File: config.mk
export PLATFORM = sky130hd
export DESIGN_NAME = program_counter
export DESIGN_NICKNAME = d
export VERILOG_FILES = /design/src/rtl/pc_pkg.sv /design/src/rtl/pc_next_sel.sv /design/src/rtl/program_counter.sv
export SDC_FILE = /design/constraint.sdc
export NUM_CORES = 1
export LEC_CHECK = 0
export CAP_MARGIN = 20
export CELL_PAD_IN_SITES_DETAIL_PLACEMENT = 2
export CELL_PAD_IN_SITES_GLOBAL_PLACEMENT = 2
export CORE_MARGIN = 2
export CORE_UTILIZATION = 27
export DETAILED_ROUTE_END_ITERATION = 10
export PLACE_DENSITY = 0.83
export SLEW_MARGIN = 30
export SYNTH_ARGS = -nofsm -noshare
export SYNTH_HDL_FRONTEND = slang
export SYNTH_SLANG_ARGS = --single-unit
File: constraint.sdc
create_clock -name clk -period 2.9 [get_ports clk]
set_input_delay 0.87 -clock clk [delete_from_list [all_inputs] [get_ports clk]]
set_output_delay 0.87 -clock clk [all_outputs]
set_load 0.05 [all_outputs]
File: src/rtl/pc_pkg.sv
// pc_pkg: shared types and constants for the program counter.
package pc_pkg;
    localparam logic [31:0] PC_INCR = 32'd4;
    typedef enum logic [1:0] {S_RESET, S_FETCH, S_TRAP} pc_state_t;
    typedef enum logic [1:0] {SEL_JUMP, SEL_BRANCH, SEL_PEND, SEL_SEQ} pc_sel_t;
endpackage

File: src/rtl/pc_next_sel.sv
// pc_next_sel: next-pc priority mux (jump > branch > pending > sequential) with alignment check.
module pc_next_sel
    import pc_pkg::*;
(
    input  logic        jump_en,
    input  logic [31:0] jump_target,
    input  logic        branch_taken,
    input  logic [31:0] branch_target,
    input  logic        pend_valid,
    input  logic [31:0] pend_target,
    input  logic [31:0] pc_plus4,
    output logic [31:0] target,
    output logic        misaligned
);
    pc_sel_t sel;
    always_comb begin
        sel = jump_en ? SEL_JUMP : branch_taken ? SEL_BRANCH : pend_valid ? SEL_PEND : SEL_SEQ;
        target = sel == SEL_JUMP ? jump_target :
                 sel == SEL_BRANCH ? branch_target :
                 sel == SEL_PEND ? pend_target : pc_plus4;
        misaligned = |target[1:0];
    end
endmodule

File: src/rtl/program_counter.sv
// program_counter: fetch PC with a one-entry pending-redirect latch.
// Define PROGRAM_COUNTER_TRAP_EN to redirect misaligned targets to TRAP_VECTOR.
module program_counter
    import pc_pkg::*;
#(
    parameter logic [31:0] RESET_VECTOR = 32'h0000_0000,
    parameter logic [31:0] TRAP_VECTOR  = 32'h0000_0100
) (
    input  logic        clk,
    input  logic        rst,
    input  logic        stall,
    input  logic        branch_taken,
    input  logic [31:0] branch_target,
    input  logic        jump_en,
    input  logic [31:0] jump_target,
    input  logic        imem_ready,
    output logic [31:0] pc,
    output logic [31:0] pc_plus4,
    output logic        fetch_valid,
    output logic        misalign_trap
);
    pc_state_t   state, state_nxt;
    logic [31:0] pc_nxt, pend_target, pend_target_nxt, sel_target, load;
    logic        pend_valid, pend_valid_nxt, misaligned, advance, redirect, trap_hit;

    pc_next_sel u_next_sel (
        .jump_en       (jump_en),
        .jump_target   (jump_target),
        .branch_taken  (branch_taken),
        .branch_target (branch_target),
        .pend_valid    (pend_valid),
        .pend_target   (pend_target),
        .pc_plus4      (pc_plus4),
        .target        (sel_target),
        .misaligned    (misaligned)
    );

    assign pc_plus4    = pc + PC_INCR;
    assign fetch_valid = state == S_FETCH;
    assign advance     = fetch_valid && imem_ready && !stall;
    assign redirect    = jump_en || branch_taken;

`ifdef PROGRAM_COUNTER_TRAP_EN
    assign trap_hit      = advance && misaligned;
    assign load          = sel_target;
    assign misalign_trap = state == S_TRAP;
`else
    assign trap_hit      = 1'b0;
    assign load          = misaligned ? {sel_target[31:2], 2'b00} : sel_target;
    assign misalign_trap = 1'b0;
`endif

    // Reset and trap both last one cycle; a held fetch latches the newest redirect.
    always_comb begin
        state_nxt       = trap_hit ? S_TRAP : S_FETCH;
        pc_nxt          = trap_hit ? TRAP_VECTOR : advance ? load : pc;
        pend_valid_nxt  = (advance || state == S_TRAP) ? 1'b0 : pend_valid || redirect;
        pend_target_nxt = (!advance && state != S_TRAP && redirect) ?
                          (jump_en ? jump_target : branch_target) : pend_target;
    end

    always_ff @(posedge clk or posedge rst) begin
        if (rst) begin
            state       <= S_RESET;
            pc          <= RESET_VECTOR;
            pend_valid  <= 1'b0;
            pend_target <= '0;
        end else begin
            state       <= state_nxt;
            pc          <= pc_nxt;
            pend_valid  <= pend_valid_nxt;
            pend_target <= pend_target_nxt;
        end
    end
endmodule

==> flow_metrics.py <==
metrics = {
    "status": {
        "outcome": "finished with violations",
        "violations": "negative setup slack",
    },
    "route": {
        "drt-initial-drc-count": 313,
        "firstDrtPassIters": 5,
        "wire_per_inst_um": 25.7,
        "totalWireLength_mm": 23.7,
        "viasPerCell": 5.84,
        "drc": 0,
        "num_vias": 5382,
        "antenna_left": 0,
    },
    "worst_setup_path": {
        "crit_arrival_ns": 2.12,
        "startpoint_type": "flop",
        "worstPathRequired_ns": 2.03,
        "end_kind": "output port",
        "critPathMaxFanout": 5,
        "critPathKind": "flop to output port",
    },
    "power": {
        "p_clk_share_pct": 24.3,
        "p_switching_mw": 1.91,
        "combPwrFrac_pct": 48.7,
        "swShare_pct": 42.6,
        "power.density_mw_per_mm2": 600,
        "seqPwrFrac_pct": 27.1,
        "leakagePower_nw": 2.97,
        "internal_power_mw": 2.58,
        "p_total_mw": 4.49,
        "peakVddDrop_mv": 0.342,
    },
    "cells_and_area": {
        "antenna_cells": 0,
        "fill_cells": 1630,
        "area_delta_synth_final_pct": 71.6,
        "fin_util_pct": 47.3,
        "final-instance-count-excl-fill": 922,
        "drive_gt1_share_pct": 29.5,
        "final_cell_area_mm2": 0.00748,
        "fin_nets": 772,
    },
    "clock_tree": {
        "cts_htree_levels": 3,
        "hold_buffers": 0,
        "cts_buffers": 9,
        "clockBufferDepth": 2,
        "cts_tree": "yes",
        "clk_pin_slew_worst_paths_ns": 0.05,
        "insertion_delay_ns": 0.35,
        "cts_sinks": 64,
        "cts-root-buf": "clkbuf_16",
    },
    "timing": {
        "rsz0062_at_grt": "true",
        "finalHoldViolations": 0,
        "clock.fmax_ghz": 0.335,
        "totalNegativeSetupSlack_ns": -0.565,
        "min_period_ns": 2.99,
        "worstMarginPinSlew_ns": 0.556,
        "skew_ns": 0.00487,
        "setup_ws_ns": -0.0877,
        "post-route-period-util_pct": 103,
        "slew_headroom_pct": 62.8,
        "drv_slew": 0,
        "hold_slack_ns": 0.513,
        "final-setup-viol-count": 14,
    },
    "logic_synthesis": {
        "syn-instance-count": 528,
        "seq_area_frac_synth_pct": 36.7,
        "mappedNetlistArea_mm2": 0.00436,
        "ys_ff_latch": 64,
        "synth_edf_count": 0,
        "yosys-top-cells-area": "dfrtp_1 (37%), a22oi_1 (9.0%), o21ai_0 (7.7%)",
        "synth_top_cell_by_area": "dfrtp_1",
        "syn-num-nets": 599,
        "synth_top_area_share_pct": 36.7,
        "yosysUniqueCellTypes": 49,
        "synthFlopType": "dfrtp_1",
        "ys_warn_count": 0,
        "post_synth.cell_area_avg_um2": 8.26,
        "synth-async-reset-ratio_pct": 100,
    },
    "floorplan": {
        "die_h_um": 131,
        "ios": 136,
        "num_rows": 46,
        "start_util_pct": 27.5,
        "core_area_mm2": 0.0158,
        "die-area_mm2": 0.0172,
        "die_w_um": 131,
    },
    "placement": {
        "place_area_mm2": 0.00670,
        "place_ws_ns": 0.0465,
        "place.gp.congestion": 0.863,
        "dp_hpwl_mm": 14.3,
        "placement.io_buffers": 130,
        "dp.cells": 870,
    },
    "flow_run": {
        "drv_cap": 0,
    },
    "global_route": {
        "grt_pass1_vias": 5975,
        "globalRoute.totalOverflow": 0,
        "grt_usage_pct": 26.9,
        "grt_pass1_wl_mm": 34.8,
        "grt_max_degree": 65,
        "antenna_found_initial": 0,
    },
    "worst_hold_path": {
        "hold_path.class": "flop to flop",
    },
}
[logic make-up (layout without fill, tap and decap cells)]
logic type      count (synthesis)  after routing  share of synthesized area (%)
mux                             2              2                          0.459
other cells                     2              2                          0.172
xor+xnor                       28             28                           5.62
fa+ha+maj                       1              1                          0.287
simple gates                  158            158                           19.0
flops                          64             64                           36.7
buf+inv                        62            240                           5.77
compound gates                211            211                           31.9
[path summary, 6_finish.rpt]
| check | startpoint | endpoint | slack (ns) | cells after the start |
|---|---|---|---|---|
| hold reg to reg | pc[1] | pc[1] | 0.51 | 1 |
| hold / removal | pc[1] | pc[1] | 0.51 | 1 |
| max in group asynchronous | rst | pc[22] | 1.63 | 3 |
| setup / recovery | pc[3] | pc_plus4[29] | -0.09 | 6 |
| min in group asynchronous | rst | pc[10] | 0.92 | 3 |
| setup reg to reg | pc[9] | pc[15] | 0.74 | 9 |
[cell type report]
cell class	count	area, um^2	area share, %
clock buffers	13	270	3.61
clock inverters	3	15.0	0.201
inverters	10	37.5	0.502
multi-input cells	402	3040	40.7
flip-flops and latches	64	1630	21.8
well taps	216	270	3.61
repair buffers	214	2220	29.6
[sequential cells by signal, indices dropped and copies added (netlist names)]
signal and flops:
state 1, pc 32, pend_target 30, pend_valid 1
[cells in the final DEF, fill, tap and decap left out, types with 9 or more instances in the layout]
master / count
xnor2_4: 9
nor2_1: 23
nand3_1: 11
a32oi_1: 9
a22oi_1: 52
o21ai_0: 67
dfrtp_1: 41
nand4_1: 9
buf_12: 27
a21oi_1: 10
clkbuf_16: 9
dfrtp_2: 23
clkdlybuf4s50_1: 100
nand2_1: 42
inv_1: 9
buf_4: 78
a31oi_1: 33
nor2b_1: 27
[power by group through the flow]
stage	clock, mW	combinational (mW)	sequential, mW
floorplan	0	0.831	1.51
global placement	0	1.97	1.20
detailed placement	0	2.03	1.22
CTS	1.08	2.11	1.19
global route	1.13	2.28	1.23
finish	1.09	2.19	1.22
[cell usage after synthesis (2+ instances only)]
cell type   n
a32oi_1     9
o22a_1      2
and3_1      7
nand4_1     9
o32ai_1     2
clkbuf_1   40
a21oi_1    10
and2_1      4
conb_1      2
o211ai_1    3
nor2_1     30
a22oi_1    52
a41oi_1     5
nor3_1      4
o311ai_0    8
buf_2       6
xor2_1      9
xnor2_1    19
o22ai_1     5
buf_1       3
nor2b_1    28
mux2i_1     2
inv_1      10
o2bb2ai_1   2
o32a_1      2
nand3_1    20
o21ai_0    67
nand2_1    43
buf_4       3
or4_1       2
dfrtp_1    64
a221oi_1    7
a31oi_1    33
[per-layer routing]
layer	up-vias	wire length [um]	share of wire [%]	global-route usage [%]
met1	2800	9540	40	32.1
met3	48	905	3.8	3.53
met2	200	12500	53	48.8
li1	2334	-	-	-
met4	0	702	3.0	10.7
met5	-	0	0	0
[worst max-delay path, stage by stage (launching register included)]
cell and delay [ns]:
dfrtp_2 0.45, nand4_1 0.23, nor2_4 0.24, buf_4 0.20
nand4_1 0.21, xnor2_2 0.27, buf_12 0.17
[what timing repair did]
action | CTS | global route
endpoints found under the setup margin | 22 | 24
buffers inserted | 24 | 12
resized for setup | 26 | 17
pin swaps | 14 | 16
No activity file was read; power rests on OpenSTA's default activity.
